`src/rtl/spi_pkg.sv`:
```
// Shared SPI master definitions: FSM state encoding and frame layout constants.
// Latency: n/a (types and constants only).
// Backpressure: n/a.
package spi_pkg;

    typedef enum logic [1:0] {
        IDLE  = 2'd0,
        SHIFT = 2'd1,
        DONE  = 2'd2
    } state_t;

    // Frame is command(8) + address(8) + data(8), sent MSB first.
    localparam int FRAME_BITS     = 24;
    // First bit index of the data byte; reads capture miso from here on.
    localparam int DATA_START_BIT = 16;
    // Command bit that selects a read transaction.
    localparam int CMD_READ_BIT   = 7;

endpackage

```
`src/rtl/spi_sck_gen.sv`:
```
// SPI serial clock generator: divides clk by 2*SCK_HALF while enabled, sck idles low.
// Latency: first sck rise SCK_HALF clk cycles after en goes high; rise/fall strobes are combinational
// Backpressure: none; dropping en clears the divider and parks sck low on the next edge.
//
// Ports:
//   clk, rst  system clock, async active-high reset
//   en        run the divider (held high by the FSM for the whole shift phase)
//   sck       registered serial clock
//   rise      high in the cycle whose closing edge drives sck 0->1
//   fall      high in the cycle whose closing edge drives sck 1->0
module spi_sck_gen #(
    parameter int SCK_HALF = 1
) (
    input  logic clk,
    input  logic rst,
    input  logic en,
    output logic sck,
    output logic rise,
    output logic fall
);

    localparam int CW = (SCK_HALF > 1) ? $clog2(SCK_HALF) : 1;

    logic [CW-1:0] half_cnt;
    logic          tick;

    // Strobes announce the toggle on the same edge that performs it, so the
    // FSM can update mosi/cs in lockstep with the sck transition.
    assign tick = en && (half_cnt == CW'(SCK_HALF - 1));
    assign rise = tick && !sck;
    assign fall = tick && sck;

    always_ff @(posedge clk or posedge rst) begin
        if (rst) begin
            half_cnt <= '0;
            sck      <= 1'b0;
        end else if (!en) begin
            half_cnt <= '0;
            sck      <= 1'b0;
        end else if (tick) begin
            half_cnt <= '0;
            sck      <= ~sck;
        end else begin
            half_cnt <= half_cnt + CW'(1);
        end
    end

endmodule

```
`src/rtl/spi_master.sv`:
```
// Single-transaction SPI mode-0 master: command + address, then one data byte written or read.
// Latency: cs low 48*SCK_HALF cycles after the start edge; read data lands on the edge cs rises
// Backpressure: none; en is only looked at in IDLE and ignored for the rest of a transaction.
//
// Ports:
//   clk, rst        system clock, async active-high reset
//   en              start request (level, sampled in IDLE)
//   cs, sck, mosi   registered SPI outputs (cs active low, sck idles low)
//   miso            SPI serial input from the slave
//   ext_command_in  command byte, bit 7 set selects a read
//   ext_address_in  address byte
//   ext_data_in     write data byte
//   ext_data_out    byte captured by the most recent read, held until the next read
module spi_master import spi_pkg::*; #(
    parameter int SCK_HALF = 1
) (
    input  logic       clk,
    input  logic       rst,
    input  logic       en,
    output logic       cs,
    output logic       sck,
    input  logic [7:0] ext_command_in,
    input  logic [7:0] ext_address_in,
    input  logic [7:0] ext_data_in,
    output logic       mosi,
    input  logic       miso,
    output logic [7:0] ext_data_out
);

    state_t      state;
    logic [4:0]  bit_idx;
    // Frame minus its first bit; that bit goes straight onto mosi at start.
    logic [22:0] tx_sr;
    logic [7:0]  rx_sr;
    logic        rd;
    logic        miso_q;
    logic        sck_rise;
    logic        sck_fall;

    spi_sck_gen #(
        .SCK_HALF (SCK_HALF)
    ) u_sck_gen (
        .clk  (clk),
        .rst  (rst),
        .en   (state == SHIFT),
        .sck  (sck),
        .rise (sck_rise),
        .fall (sck_fall)
    );

    always_ff @(posedge clk or posedge rst) begin
        if (rst) begin
            state        <= IDLE;
            cs           <= 1'b1;
            mosi         <= 1'b0;
            bit_idx      <= '0;
            tx_sr        <= '0;
            rx_sr        <= '0;
            rd           <= 1'b0;
            miso_q       <= 1'b0;
            ext_data_out <= 8'h00;
        end else begin
            miso_q <= miso;
            case (state)
                IDLE: begin
                    cs   <= 1'b1;
                    mosi <= 1'b0;
                    if (en) begin
                        tx_sr   <= {ext_command_in[6:0], ext_address_in, ext_data_in};
                        rd      <= ext_command_in[CMD_READ_BIT];
                        cs      <= 1'b0;
                        mosi    <= ext_command_in[7];
                        bit_idx <= '0;
                        rx_sr   <= '0;
                        state   <= SHIFT;
                    end
                end
                SHIFT: begin
                    if (sck_rise && rd && (bit_idx >= 5'(DATA_START_BIT))) begin
                        rx_sr <= {rx_sr[6:0], miso_q};
                    end
                    if (sck_fall) begin
                        if (bit_idx == 5'(FRAME_BITS - 1)) begin
                            state <= DONE;
                            cs    <= 1'b1;
                            mosi  <= 1'b0;
                            if (rd) begin
                                ext_data_out <= rx_sr;
                            end
                        end else begin
                            bit_idx <= bit_idx + 5'd1;
                            tx_sr   <= {tx_sr[21:0], 1'b0};
                            // Read data phase keeps mosi quiet while the slave talks.
                            mosi    <= (rd && ((bit_idx + 5'd1) >= 5'(DATA_START_BIT))) ?
                                       1'b0 : tx_sr[22];
                        end
                    end
                end
                DONE: begin
                    state <= IDLE;
                end
                default: begin
                    state <= IDLE;
                    cs    <= 1'b1;
                    mosi  <= 1'b0;
                end
            endcase
        end
    end

endmodule

```
`config.mk`:
```
export PLATFORM = sky130hd
export DESIGN_NAME = spi_master
export DESIGN_NICKNAME = d
export VERILOG_FILES = /design/src/rtl/spi_pkg.sv /design/src/rtl/spi_sck_gen.sv /design/src/rtl/spi_master.sv
export SDC_FILE = /design/constraint.sdc
export NUM_CORES = 1
export LEC_CHECK = 0
export CAP_MARGIN = 40
export CORE_MARGIN = 1
export CORE_UTILIZATION = 59
export CTS_BUF_LIST = sky130_fd_sc_hd__clkbuf_4
export DETAILED_ROUTE_END_ITERATION = 8
export DONT_BUFFER_PORTS = 1
export PLACE_DENSITY = 0.81
export SLEW_MARGIN = 10
export SYNTH_ARGS = -nofsm -noshare
export SYNTH_HDL_FRONTEND = slang
export SYNTH_SLANG_ARGS = --single-unit
```
`constraint.sdc`:
```
create_clock -name clk -period 1.6 [get_ports clk]
set_input_delay 0.32 -clock clk [delete_from_list [all_inputs] [get_ports clk]]
set_output_delay 0.32 -clock clk [all_outputs]
set_load 0.02 [all_outputs]
```
==> flow_summary.json <==
{
  "finalHoldViolCount": 0,
  "layout.cells.non_filler": 272,
  "routedWlPerCell_um": 17.00,
  "wirelength_um": 4624,
  "clk_pin_slew_ns": 0.15,
  "hpwlAfterDp_um": 3371,
  "syn_nets": 222,
  "ys_types": 39,
  "final_cell_area_sq_mm": 0.002962,
  "p_total_uw": 6184,
  "cts_buffer_depth": 2,
  "fin_util": 0.7147,
  "start_util": 0.6319,
  "place_area_sq_mm": 0.002775,
  "die_h_um": 68.62,
  "cp.arrival_ns": 1.91,
  "n_antenna_cell": 0,
  "drive_gt1_frac": 0.4730,
  "ys_seq_area_frac": 0.4974,
  "synth.avg_cell_area_sq_um": 13.57,
  "post-route-period-util": 1.024,
  "crit_path_max_incr_delay_ns": 0.43,
  "antenna_found_initial": 0,
  "path_delay_family": "flip-flops",
  "synth-adder-area-share": 0.004778,
  "worst-path-max-fanout": 9,
  "ys_ff_latch": 52,
  "dp.cells": 257,
  "drv_slew": 0,
  "cts_buffers": 5,
  "grt_max_degree": 35,
  "setup_slack_ns": -0.03795,
  "die_x_um": 68.62,
  "synthArstFlopShare": 1.000,
  "synth_top_family_by_area": "multiplexers",
  "synth_top_flop_cell": "dfrtp_1",
  "ant_nets": 0,
  "crit_chain": "ha_4 > and4b_2 > o21ai_4 > buf_6 > mux2_4",
  "clock.fmax_mhz": 610.5,
  "cts_tree": "done",
  "synth_area_sq_mm": 0.002619,
  "setup_tns_ns": -0.4100,
  "first_iter_violations": 38,
  "critPathRequiredTime_ns": 1.88,
  "cts_root_buffer": "clkbuf_4",
  "grtUsageTotal": 0.2175,
  "path_class": "register to register",
  "clock-sinks": 52,
  "grt_setup_unrepaired": "true",
  "synth-simple-area-share": 0.1061,
  "irDropWorstVdd_mv": 1.037,
  "setup_viol": 19,
  "violations": "negative setup slack",
  "synth-edff-count": 0,
  "skew_ns": 0.01271,
  "path_buf_inv": 1,
  "dr.pass1.iters": 4,
  "outcome": "complete, but fails checks",
  "cp-end-kind": "register",
  "drv_cap": 0,
  "final_nets": 250,
  "synth_area_leader_cell": "dfrtp_1",
  "yosys_warnings": 0,
  "ios": 39,
  "coreArea_sq_mm": 0.004144,
  "grt_pass1_wl_um": 7258,
  "gp_congestion": 0.8437,
  "synth-compound-area-share": 0.04969,
  "startpoint_type": "register",
  "io_buffers": 0,
  "yosysTopAreaCellShare": 0.4873,
  "htreeDepth": 2,
  "die_area_sq_mm": 0.004709,
  "synth_mux_area_frac": 0.2891,
  "clk_latency_ns": 0.38,
  "power_leakage_uw": 0.001404,
  "fin_crit_ns": 1.638,
  "drc": 0,
  "area_growth_pct": 13.09,
  "crit_path_top_delay_cell": "dfrtp_1",
  "overflow": 0,
  "yosys.area_share.xor_xnor": 0,
  "netlist_instances": 193,
  "std_cell_rows": 23,
  "p_per_area_mw_per_mm2": 2088,
  "grt_pass1_vias": 1577,
  "hold_class": "input port to register",
  "vias": 1561,
  "via_per_inst": 5.739,
  "synth.area.top_cells": "dfrtp_1 49%, mux2_2 16%, mux2_4 10%"
}
[worst paths after layout]
kind	from	to	slack, ns	depth (start not counted)
worst min-delay path	ext_command_in[7]	rd	0.03	2
max in group asynchronous	rst	cs	0.66	3
worst max register to register	bit_idx[1]	tx_sr[3]	-0.04	5
worst min register to register	rx_sr[7]	ext_data_out[7]	0.53	1
min in group asynchronous	rst	tx_sr[12]	0.37	2
worst max-delay path	bit_idx[1]	tx_sr[3]	-0.04	5
[layout by cell type, fill, tap and decap left out, types with 2 or more instances in the layout]
master         instances
o21ai_0                6
mux2i_1                7
dfrtp_1               51
nand3_1                4
dlygate4sd3_1          2
mux2_2                33
buf_4                 22
inv_1                  7
a21oi_1                2
nor2_1                 4
mux2_4                22
nand2_1               16
clkbuf_4               5
nand2b_1               4
buf_6                  5
[logic make-up (layout without fill, tap and decap cells)]
logic type	Yosys count	after routing
AOI/OAI and AO/OA	17	17
adders and majority gates	1	1
buffers and inverters	17	46
DFF	52	52
muxes	62	62
other	1	1
and+or+nand+nor	43	43
[final cells by class]
cell class,instances,area (sq um)
flip-flops and latches,52,1303
multi-input cells,124,1225
fillers,271,1182
repair buffers,30,261.5
well taps,50,62.56
clock inverters,3,42.54
clock buffers,5,37.54
inverters,8,30.03
[state kept, by name, summed over array words and instances (netlist names)]
register / count
u_sck_gen.half_cnt: 1
ext_data_out: 8
mosi: 1
tx_sr: 23
state: 2
cs: 1
rx_sr: 8
rd: 1
bit_idx: 5
u_sck_gen.sck: 1
miso_q: 1
[Yosys cell counts, types with 2 or more instances]
library cell	count
nand3_1	4
nand2b_1	4
inv_1	8
buf_12	2
mux2i_1	7
buf_6	5
mux2_2	37
and4bb_2	2
nand2_1	16
a21oi_1	3
mux2_4	18
dfrtp_1	51
o21ai_0	7
nor2_1	4
[through the flow]
stage	setup WS [ns]	hold WS (ns)
3_5_place_dp	-0.02675	0.2217
4_1_cts	-0.03456	0.02926
5_1_grt	-0.08085	0.03132
2_1_floorplan	-0.06589	0.3514
6_report	-0.03795	0.03477
3_3_place_gp	0.001574	0.2078
[routing by layer]
layer,global-route usage,vias to the layer above,wire length (um)
met5,0,-,0
met4,0.1042,0,93
met3,0.05428,9,240
met2,0.3738,46,2383
met1,0.2524,769,1907
li1,-,737,-
[repair_timing]
item	4_1_cts	5_1_grt
hold endpoints to repair	19	0
endpoints found under the setup margin	24	37
hold buffers	2	0
pin swaps	0	2
resized for setup	5	8
setup buffers	2	3
[power breakdown]
group | switching [uW] | leakage, uW | total, uW | internal [uW]
clock network | 413 | 0.0000412 | 739 | 326
logic | 1200 | 0.000715 | 3040 | 1840
registers | 495 | 0.000647 | 2400 | 1910
No activity file was read; power rests on OpenSTA's default activity.
